$ cat config.mk
export PLATFORM = sky130hd
export DESIGN_NAME = rat_maze_explorer
export DESIGN_NICKNAME = d
export VERILOG_FILES = /design/src/rtl/maze_pkg.sv /design/src/rtl/path_stack.sv /design/src/rtl/rat_maze_explorer.sv
export SDC_FILE = /design/constraint.sdc
export NUM_CORES = 1
export LEC_CHECK = 0
export BUFFER_PORTS_ARGS = -buffer_cell sky130_fd_sc_hd__buf_2
export CAP_MARGIN = 20
export CORE_UTILIZATION = 45
export CTS_CLUSTER_DIAMETER = 30
export DETAILED_ROUTE_END_ITERATION = 10
export HOLD_SLACK_MARGIN = 0.15
export PLACE_DENSITY_LB_ADDON = 0.2
export SYNTH_ARGS = -nofsm -noshare
export SYNTH_HDL_FRONTEND = slang
export SYNTH_SLANG_ARGS = --single-unit
export TNS_END_PERCENT = 50
$ cat constraint.sdc
create_clock -name clk -period 21 [get_ports clk]
set_input_delay 2.1 -clock clk [delete_from_list [all_inputs] [get_ports clk]]
set_output_delay 2.1 -clock clk [all_outputs]
set_load 0.02 [all_outputs]
$ cat src/rtl/maze_pkg.sv
// Shared types for the maze explorer: move directions, FSM states and
// the direction inversion used when unwinding the path.
package maze_pkg;

    typedef enum logic [1:0] {
        DIR_XM = 2'd0,
        DIR_YP = 2'd1,
        DIR_YM = 2'd2,
        DIR_XP = 2'd3
    } dir_t;

    typedef enum logic [2:0] {
        IDLE,
        TRY,
        WAIT,
        BACKTRACK,
        REPLAY,
        DONE,
        FAIL
    } state_t;

    // Encoding is chosen so that the opposite direction is the bitwise inverse.
    function automatic dir_t inv_dir(input dir_t d);
        return dir_t'(~d);
    endfunction

endpackage

$ cat src/rtl/path_stack.sv
// LIFO of moves taken on the forward path, with a separate indexed read
// port so the finished path can be streamed out bottom-first.
module path_stack
    import maze_pkg::*;
#(
    parameter int DEPTH = 64,
    localparam int SW = $clog2(DEPTH + 1),
    localparam int AW = (DEPTH > 1) ? $clog2(DEPTH) : 1
) (
    input  logic          clk,
    input  logic          rst,
    input  logic          clr,
    input  logic          push,
    input  logic          pop,
    input  dir_t          din,
    output dir_t          top,
    output logic [SW-1:0] sp,
    output logic          full,
    output logic          empty,
    input  logic [SW-1:0] rd_idx,
    output dir_t          rd_data
);

    dir_t          mem [DEPTH];
    logic [SW-1:0] sp_m1;

    assign sp_m1   = sp - SW'(1);
    assign full    = (sp == SW'(DEPTH));
    assign empty   = (sp == '0);
    assign top     = mem[sp_m1[AW-1:0]];
    assign rd_data = (rd_idx < SW'(DEPTH)) ? mem[rd_idx[AW-1:0]] : DIR_XM;

    always_ff @(posedge clk) begin
        if (!rst) begin
            sp <= '0;
        end else if (clr) begin
            sp <= '0;
        end else if (push && !full) begin
            sp <= sp + SW'(1);
        end else if (pop && !empty) begin
            sp <= sp_m1;
        end
    end

    always_ff @(posedge clk) begin
        if (push && !full) begin
            mem[sp[AW-1:0]] <= din;
        end
    end

endmodule

$ cat src/rtl/rat_maze_explorer.sv
// Depth-first maze walker from (0,0) to the all-ones corner, probing an
// external wall memory and replaying the found path as a move stream.
//
// state     | meaning
// IDLE      | after reset, all outputs low
// TRY       | pick next direction from current cell, skip or probe it
// WAIT      | wall result for the probed neighbour arrives
// BACKTRACK | cell exhausted, step back along the popped move
// REPLAY    | stream stored path, one move per accepted handshake
// DONE      | path delivered, position held at goal
// FAIL      | no path, or path longer than the stack
module rat_maze_explorer
    import maze_pkg::*;
#(
    parameter int COORD_W = 4,
    parameter int DEPTH   = 64
) (
    input  logic               clk,
    input  logic               rst,
    input  logic               start,
    input  logic               replay,
    output logic               rd_req,
    output logic [COORD_W-1:0] rd_x,
    output logic [COORD_W-1:0] rd_y,
    input  logic               wall,
    output logic [COORD_W-1:0] x,
    output logic [COORD_W-1:0] y,
    output logic               move_valid,
    output logic [1:0]         move,
    input  logic               move_ready,
    output logic               busy,
    output logic               done,
    output logic               fail
);

    localparam int SW    = $clog2(DEPTH + 1);
    localparam int NCELL = 1 << (2 * COORD_W);

    state_t             state, state_nxt;
    logic [2:0]         dir;
    logic [NCELL-1:0]   visited;
    logic [SW-1:0]      rp, sp;
    logic [COORD_W-1:0] nb_x, nb_y;
    dir_t               step_dir, stk_top, rd_data;
    logic               oob, nb_vis, at_goal, full, empty;
    logic               start_run, do_push, do_pop, dir_inc, rp_clr, rp_inc;
    logic               probe, mv;

    // One stepper serves both the forward probe and the backtrack move.
    assign step_dir = (state == BACKTRACK) ? inv_dir(stk_top) : dir_t'(dir[1:0]);

    always_comb begin
        nb_x = x;
        nb_y = y;
        oob  = 1'b0;
        case (step_dir)
            DIR_XM: begin nb_x = x - COORD_W'(1); oob = (x == '0); end
            DIR_YP: begin nb_y = y + COORD_W'(1); oob = (y == '1); end
            DIR_YM: begin nb_y = y - COORD_W'(1); oob = (y == '0); end
            DIR_XP: begin nb_x = x + COORD_W'(1); oob = (x == '1); end
            default: ;
        endcase
    end

    assign nb_vis  = visited[{nb_y, nb_x}];
    assign at_goal = (nb_x == '1) && (nb_y == '1);

    always_comb begin
        state_nxt = state;
        start_run = 1'b0;
        do_push   = 1'b0;
        do_pop    = 1'b0;
        dir_inc   = 1'b0;
        rp_clr    = 1'b0;
        rp_inc    = 1'b0;
        probe     = 1'b0;
        mv        = 1'b0;
        case (state)
            IDLE, FAIL: begin
                if (start) begin
                    start_run = 1'b1;
                    state_nxt = TRY;
                end
            end
            TRY: begin
                if (dir[2]) begin
                    state_nxt = BACKTRACK;
                end else if (oob || nb_vis) begin
                    dir_inc = 1'b1;
                end else begin
                    probe     = 1'b1;
                    state_nxt = WAIT;
                end
            end
            WAIT: begin
                if (wall) begin
                    dir_inc   = 1'b1;
                    state_nxt = TRY;
                end else if (full) begin
                    state_nxt = FAIL;
                end else begin
                    do_push = 1'b1;
                    if (at_goal) begin
                        rp_clr    = 1'b1;
                        state_nxt = REPLAY;
                    end else begin
                        state_nxt = TRY;
                    end
                end
            end
            BACKTRACK: begin
                if (empty) begin
                    state_nxt = FAIL;
                end else begin
                    do_pop    = 1'b1;
                    state_nxt = TRY;
                end
            end
            REPLAY: begin
                if (rp == sp) begin
                    state_nxt = DONE;
                end else begin
                    mv     = 1'b1;
                    rp_inc = move_ready;
                end
            end
            DONE: begin
                if (start) begin
                    start_run = 1'b1;
                    state_nxt = TRY;
                end else if (replay) begin
                    rp_clr    = 1'b1;
                    state_nxt = REPLAY;
                end
            end
            default: state_nxt = IDLE;
        endcase
    end

    always_ff @(posedge clk) begin
        if (!rst) begin
            state   <= IDLE;
            x       <= '0;
            y       <= '0;
            dir     <= '0;
            visited <= '0;
            rp      <= '0;
        end else begin
            state <= state_nxt;
            if (start_run) begin
                x       <= '0;
                y       <= '0;
                dir     <= '0;
                visited <= NCELL'(1);
            end else if (do_push) begin
                x                     <= nb_x;
                y                     <= nb_y;
                dir                   <= '0;
                visited[{nb_y, nb_x}] <= 1'b1;
            end else if (do_pop) begin
                x   <= nb_x;
                y   <= nb_y;
                dir <= {1'b0, stk_top} + 3'd1;
            end else if (dir_inc) begin
                dir <= dir + 3'd1;
            end
            if (rp_clr) begin
                rp <= '0;
            end else if (rp_inc) begin
                rp <= rp + SW'(1);
            end
        end
    end

    path_stack #(.DEPTH(DEPTH)) u_stack (
        .clk     (clk),
        .rst     (rst),
        .clr     (start_run),
        .push    (do_push),
        .pop     (do_pop),
        .din     (dir_t'(dir[1:0])),
        .top     (stk_top),
        .sp      (sp),
        .full    (full),
        .empty   (empty),
        .rd_idx  (rp),
        .rd_data (rd_data)
    );

    assign rd_req     = probe;
    assign rd_x       = probe ? nb_x : '0;
    assign rd_y       = probe ? nb_y : '0;
    assign move_valid = mv;
    assign move       = mv ? rd_data : 2'b00;
    assign busy       = (state == TRY) || (state == WAIT) || (state == BACKTRACK) || (state == REPLAY);
    assign done       = (state == DONE);
    assign fail       = (state == FAIL);

endmodule

# Word level (Yosys, flattened, before mapping)

Memory sizes are Yosys's and may differ from the RTL's. A register that Yosys moved wholly into a read port is not among the register bits.
Index checks and enable logic that the tools add are counted.

Add/subtract/negate cells: 9
$lt $le $gt $ge: 3
Eq/ne operators: 19
Multiplexer cells: 61
Bitwise operators: 3
Reduce and logical (&&, ||, !) cells: 25

Operators by type and width:

| cell                                                                                 | count |
|---|---|
| 256-bit OR                                                                           | 1 |
| 3-bit 2-to-1 mux                                                                     | 12 |
| 1-bit 2-to-1 mux                                                                     | 28 |
| 4-bit 2-to-1 mux                                                                     | 6 |
| 3-bit one-hot mux with 6 select lines                                                | 1 |
| 4-bit equality test (second input constant)                                          | 4 |
| 4-bit one-hot mux with 2 select lines                                                | 2 |
| 7-bit by 1-bit adder with 7-bit output (second input constant)                       | 2 |
| 7-bit 2-to-1 mux                                                                     | 2 |
| 6-bit 2-to-1 mux                                                                     | 2 |
| 3-bit equality test (second input constant)                                          | 3 |
| 8-bit by 9-bit < comparator with 1-bit output (second input constant)                | 1 |
| 4-bit by 1-bit adder with 4-bit output (second input constant)                       | 2 |
| 1-bit binary-select mux with 8-bit select                                            | 1 |
| 1-bit demux with 8-bit select                                                        | 1 |
| 8-bit by 1-bit greater-or-equal comparator with 1-bit output (second input constant) | 1 |
| 4-bit zero test                                                                      | 2 |
| 2-bit nonzero test                                                                   | 4 |
| 4-bit by 1-bit subtractor with 4-bit output (second input constant)                  | 2 |
| 7-bit equality test                                                                  | 1 |
| 7-bit equality test (second input constant)                                          | 1 |
| 7-bit zero test                                                                      | 1 |
| 7-bit < comparator (second input constant)                                           | 1 |
| 7-bit by 1-bit subtractor with 7-bit output (second input constant)                  | 1 |
| other kinds (21)                                                                     | 38 |

Register bits after elaboration: 284
RAM bits: 128
Bits of input ports: 6
Output and inout bits: 23
Logic and storage cells: 129
Memories: 1

Memories:

| name        | words | bits a word | rd ports | clocked after memory_dff | write ports | RTL line         | RTL |
|---|---|---|---|---|---|---|---|
| u_stack.mem | 64    | 2           | 2        | 1                        | 1           | path_stack.sv:24 | `dir_t mem [DEPTH];` |

# Logic depth before layout (Yosys ltp)

An unclocked memory read counts as a cell.

Depth after elaboration: 14
Mapped depth: 28
Gate-level depth less buffers: 21

# Cells and area by module

A second synthesis with hierarchy kept.

Cell total of the unflattened synthesis: 1930
Area total of the unflattened synthesis: 19737.7 um^2

By module, submodules not included:

| module            | instances | cells an instance | area each (um^2) | sequential area each (um^2) |
|---|---|---|---|---|
| rat_maze_explorer | 1         | 1477              | 12713.4          | 5545.3 |
| path_stack        | 1         | 453               | 7024.2           | 3983.8 |

# Worst setup path after synthesis

OpenSTA, ideal clock, no wires.

Path kind: flip-flop to output port
From: register u_stack.sp[0]
To: output port rd_x[1]
Arrival time: 7.601 ns
Data required time: 18.900 ns
Setup slack: 11.299 ns
Cell stages (with the launch flop): 27
Path buffers: 6
Cells stage by stage: dfxtp_1 buf_2 clkbuf_1 inv_1 ha_1 clkbuf_1 clkbuf_1 buf_1 clkbuf_1 mux4_2 mux4_2 mux2i_1 a21oi_1 o21ai_0 ha_1 inv_1 ha_1 xor2_4 o21ai_4 mux4_1 mux4_2 a21oi_1 a41oi_1 o31ai_4 and4_4 nand2_4 nor2_1

Word-level cells in the longest chain between the ends: 13
Elaborated cells between the ends (all ways): 18

Ends and longest elaborated chain:

| element                                           | RTL line                 | RTL |
|---|---|---|
| start: declaration                                | path_stack.sv:17         | `output logic [SW-1:0] sp,` |
| start signal: assignment                          | path_stack.sv:39         | `sp <= sp + SW'(1);` |
| start signal: assignment                          | path_stack.sv:41         | `sp <= sp_m1;` |
| 7-bit by 1-bit subtractor with 7-bit output (*)   | path_stack.sv:27         | `assign sp_m1 = sp - SW'(1);` |
| memory read 64 x 2 bit (*)                        | -                        |  |
| 2-bit NOT (*)                                     | maze_pkg.sv:24           | `return dir_t'(~d);` |
| 2-bit 2-to-1 mux (*)                              | rat_maze_explorer.sv:50  | `assign step_dir = (state == BACKTRACK) ? inv_dir(stk_top) : dir_t'(dir[1:0]);` |
| 2-bit equality test, or another cell as far along | rat_maze_explorer.sv:56  | `case (step_dir)` |
| 4-bit one-hot mux with 2 select lines             | rat_maze_explorer.sv:56  |  |
| 1-bit binary-select mux with 8-bit select         | rat_maze_explorer.sv:65  | `assign nb_vis = visited[{nb_y, nb_x}];` |
| 1-bit 2-to-1 mux (not written as such)            | rat_maze_explorer.sv:65  |  |
| 1-bit logical OR                                  | rat_maze_explorer.sv:88  | `end else if (oob \|\| nb_vis) begin` |
| 1-bit 2-to-1 mux                                  | rat_maze_explorer.sv:88  |  |
| 1-bit 2-to-1 mux                                  | rat_maze_explorer.sv:86  | `if (dir[2]) begin` |
| 1-bit 2-to-1 mux                                  | rat_maze_explorer.sv:78  | `case (state)` |
| 4-bit 2-to-1 mux (*)                              | rat_maze_explorer.sv:191 | `assign rd_x = probe ? nb_x : '0;` |
| end: declaration                                  | rat_maze_explorer.sv:23  | `output logic [COORD_W-1:0] rd_x,` |

Every way passes the cells marked *; elsewhere a longest branch is shown, timed or not. The select of a mux whose other input is x is not followed.

# Worst setup path after layout

From: register u_stack.sp[0]
To: output port rd_y[3]

Word-level cells in the longest chain between the ends: 13
Elaborated cells between the ends (all ways): 18

Ends and longest elaborated chain:

| element                                           | RTL line                 | RTL |
|---|---|---|
| 7-bit by 1-bit subtractor with 7-bit output (*)   | path_stack.sv:27         |  |
| memory read 64 x 2 bit (*)                        | -                        |  |
| 2-bit NOT (*)                                     | maze_pkg.sv:24           |  |
| 2-bit 2-to-1 mux (*)                              | rat_maze_explorer.sv:50  |  |
| 2-bit equality test, or another cell as far along | rat_maze_explorer.sv:56  |  |
| 4-bit one-hot mux with 2 select lines             | rat_maze_explorer.sv:56  |  |
| 1-bit binary-select mux with 8-bit select         | rat_maze_explorer.sv:65  |  |
| 1-bit 2-to-1 mux (not written as such)            | rat_maze_explorer.sv:65  |  |
| 1-bit logical OR                                  | rat_maze_explorer.sv:88  |  |
| 1-bit 2-to-1 mux                                  | rat_maze_explorer.sv:88  |  |
| 1-bit 2-to-1 mux                                  | rat_maze_explorer.sv:86  |  |
| 1-bit 2-to-1 mux                                  | rat_maze_explorer.sv:78  |  |
| 4-bit 2-to-1 mux (*)                              | rat_maze_explorer.sv:192 | `assign rd_y = probe ? nb_y : '0;` |
| end: declaration                                  | rat_maze_explorer.sv:24  | `output logic [COORD_W-1:0] rd_y,` |

Marked as above.

==> impl_results.md <==
* Final core occ at 54.35%
* Num CTS Buffers at 87
* Commonest non-fill, non-tap cells in the layout: 409 x nor2_1, 296 x a21oi_1, 284 x dfxtp_1
* DR vias at 15880
* # IOs at 29
* Height of the die at 212.5 µm
* Finished Layout Cells at 2602
* Crit-path max cell delay at 0.77 ns
* Synth Area per Inst at 10.34 µm²
* FP Rows at 76
* Netlist cell types at 76
* Ys Warns at 0
* Total net switching power at 1.134 mW
* Routed wire per std cell at 22.77 µm
* Htree depth at 3
* EDFF count, synth at 128
* Vias per inst at 6.102
* Critical path peak fanout at 51
* Port Buffers at 28
* Setup violators final at 0
* Placed Area at 20560 µm²
* Vias in the first global route at 15200
* Initial core utilization at 45.96%
* Worst hold path class: flip-flop to flip-flop
* Clock power frac at 42.5%
* Synth-to-Final Area Change at 18.26%
* Part of the cycle the worst path needs at 55.64%
* Mapped Cells at 1928
* DRC viols at 0
* Hpwl dp at 36530 µm
* Total Wirelength at 59250 µm
* Fraction of registers with async set/reset at 0%
* Slew HR at 19.92%
* Seq cells post-synth at 418
* Maximum clock path buffer count at 3
* Int Pwr at 1.994 mW
* Top delay family on crit path: simple AND/OR/NAND/NOR gates
* Sequential share of power at 27.7%
* Crit path top cell by count: buf_4
* Sw Ratio at 36.25%
* CTS sink cnt at 418
* Die area at 45140 µm²
* RePlAce Congestion at 0.8615
* Most common cell after layout, fill and taps aside: nor2_1
* Final Hold Vio Count at 0
* Worst Path Class, Setup: flip-flop to primary output
* RSZ-0062 raised after global routing: no
* First-pass GRT wire length at 90050 µm
* Post-route cell area at 23570 µm²
* Sequential Area at 9657 µm²
* Status: finished clean
* Slew @ Worst Pin at 1.171 ns
* Clock Tree Root: clkbuf_16
* Grt total ovfl at 0
* Clock skew at 0.02488 ns
* Nets at 1965
* Gr usage total at 26.50%
* Clk slew on worst S/H paths at 0.05 ns
* PD cells at 132.7 nW/µm²
* CP arrival at 9.59 ns
* DR iter-0 viols at 1865
* Crit-path slowest cell: and2_1
* Largest net degree at the start of global routing at 108
* Setup TNS at 0 ns
* Initial antenna violation count at 0
* Final ANT Viol Nets at 0
* Diode count at 0
* Min cycle time layout at 11.69 ns
* Footprint of the multi-input gates at 9679 µm²
* Placed Instances at 2432
* Syn nets at 1948
* Core Area at 43360 µm²
* Combinational share of power at 29.8%
* Sequential area share after synthesis at 48.41%
* Main synth FF type: dfxtp_1
* Max-capacitance violation count at 0
* Filler cells at 3787
* First drt pass iteration count at 5
* Critical Path Sink Type: primary output
* Setup Fix Bufs, Post-CTS at 0
* Power Total at 3.128 mW
* TritonCTS clock tree: built
* Hold buffers post-CTS at 0
* FMAX at 85.58 MHz
* Crit path buf inv count at 6
* Max Slew Vio Count at 0
* Static leakage at 8.149 nW
* Post-CTS sizing at 0
* Mapped cell area at 19930 µm²
* Die span in x at 212.5 µm
* Max VDD drop at 0.00008384 V
* Clock Latency Late Sink at 0.63 ns
* Share of layout cells above drive strength 1 at 20.53%
* Crit start category: flip-flop
* Critical Path RT at 18.90 ns
-- final timing paths --
path	to	cells past startpoint	start	slack [ns]
max	rd_y[3]	25	u_stack.sp[0]	9.31
min	visited[234]	2	visited[234]	0.46
max reg2reg	dir[1]	24	u_stack.sp[0]	12.09
min reg2reg	visited[234]	2	visited[234]	0.46
-- layer usage --
metal | track usage, % | vias to the layer above | wire length [µm]
li1 | - | 7138 | -
met1 | 37.67 | 7787 | 25580
met2 | 39.22 | 835 | 26010
met3 | 6.189 | 118 | 6051
met4 | 9.849 | 0 | 1601
met5 | 0 | - | 0
-- cell usage after synthesis, types with 19 or more instances --
cell type | instances | area share, %
o21ai_0 | 26 | 0.65
a21oi_1 | 296 | 7.4
clkbuf_1 | 104 | 2.0
nor3_1 | 19 | 0.48
edfxtp_1 | 128 | 19
a211oi_1 | 20 | 0.75
and3_1 | 19 | 0.60
buf_2 | 30 | 0.75
nor2_1 | 412 | 7.8
mux4_2 | 128 | 14
nand2_1 | 90 | 1.7
dfxtp_1 | 290 | 29
mux2i_1 | 68 | 3.4
nand3_1 | 30 | 0.75
-- flip-flops by register name (all words and copies together) (netlist names), named ones only --
name         cells
x                4
u_stack.sp       7
state            3
u_stack.mem    128
y                4
visited        256
rp               7
dir              3
-- metrics by stage --
step                hold WS, ns  setup WS [ns]
finish                   0.4621          9.315
global route             0.4830          8.900
CTS                      0.4648          9.360
detailed placement       0.4519          10.04
global placement         0.4424          10.27
floorplan                0.4286          11.30
-- worst reg2reg max path, cell delays in order (launching register included) --
cell	delay (ns)
dfxtp_2	0.31
buf_4	0.56
inv_1	0.24
ha_1	0.67
buf_4	0.43
mux4_2	0.36
mux4_2	0.47
nor2b_1	0.14
a211oi_1	0.33
a21oi_1	0.13
o21ai_0	0.37
ha_2	0.36
fa_2	0.46
buf_4	0.34
nand2b_1	0.41
and2_1	0.77
buf_4	0.43
mux4_2	0.35
mux2_2	0.28
o211ai_1	0.21
nand3_1	0.13
and4bb_2	0.41
nand4_2	0.24
a21oi_2	0.25
mux2i_1	0.19
-- logic make-up (layout without fill, tap and decap cells) --
logic type | after synthesis | count (layout) | synth area share [%]
xor+xnor | 27 | 27 | 1.281
flops | 418 | 418 | 48.41
compound gates | 435 | 435 | 12.77
mux | 213 | 213 | 18.92
simple gates | 658 | 658 | 14.41
fa+ha+maj | 14 | 14 | 0.9542
buf+inv | 163 | 252 | 3.258
-- area by class of cell --
cell class / count / share of cell area (%)
Inverter: 13 / 0.2070
Multi-Input combinational cell: 1347 / 41.07
Timing Repair Buffer: 78 / 2.299
Clock buffer: 105 / 10.18
Tap cell: 585 / 3.106
Clock inverter: 56 / 2.171
Sequential cell: 418 / 40.97
-- power groups by stage --
stage	combinational, mW	sequential (mW)	clock [mW]
detailed placement	0.898	0.881	0
global placement	0.888	0.881	0
finish	0.931	0.867	1.33
global route	0.980	0.868	1.39
floorplan	0.620	0.880	0
CTS	0.899	0.866	1.35
Power figures use the tool's default switching activity.
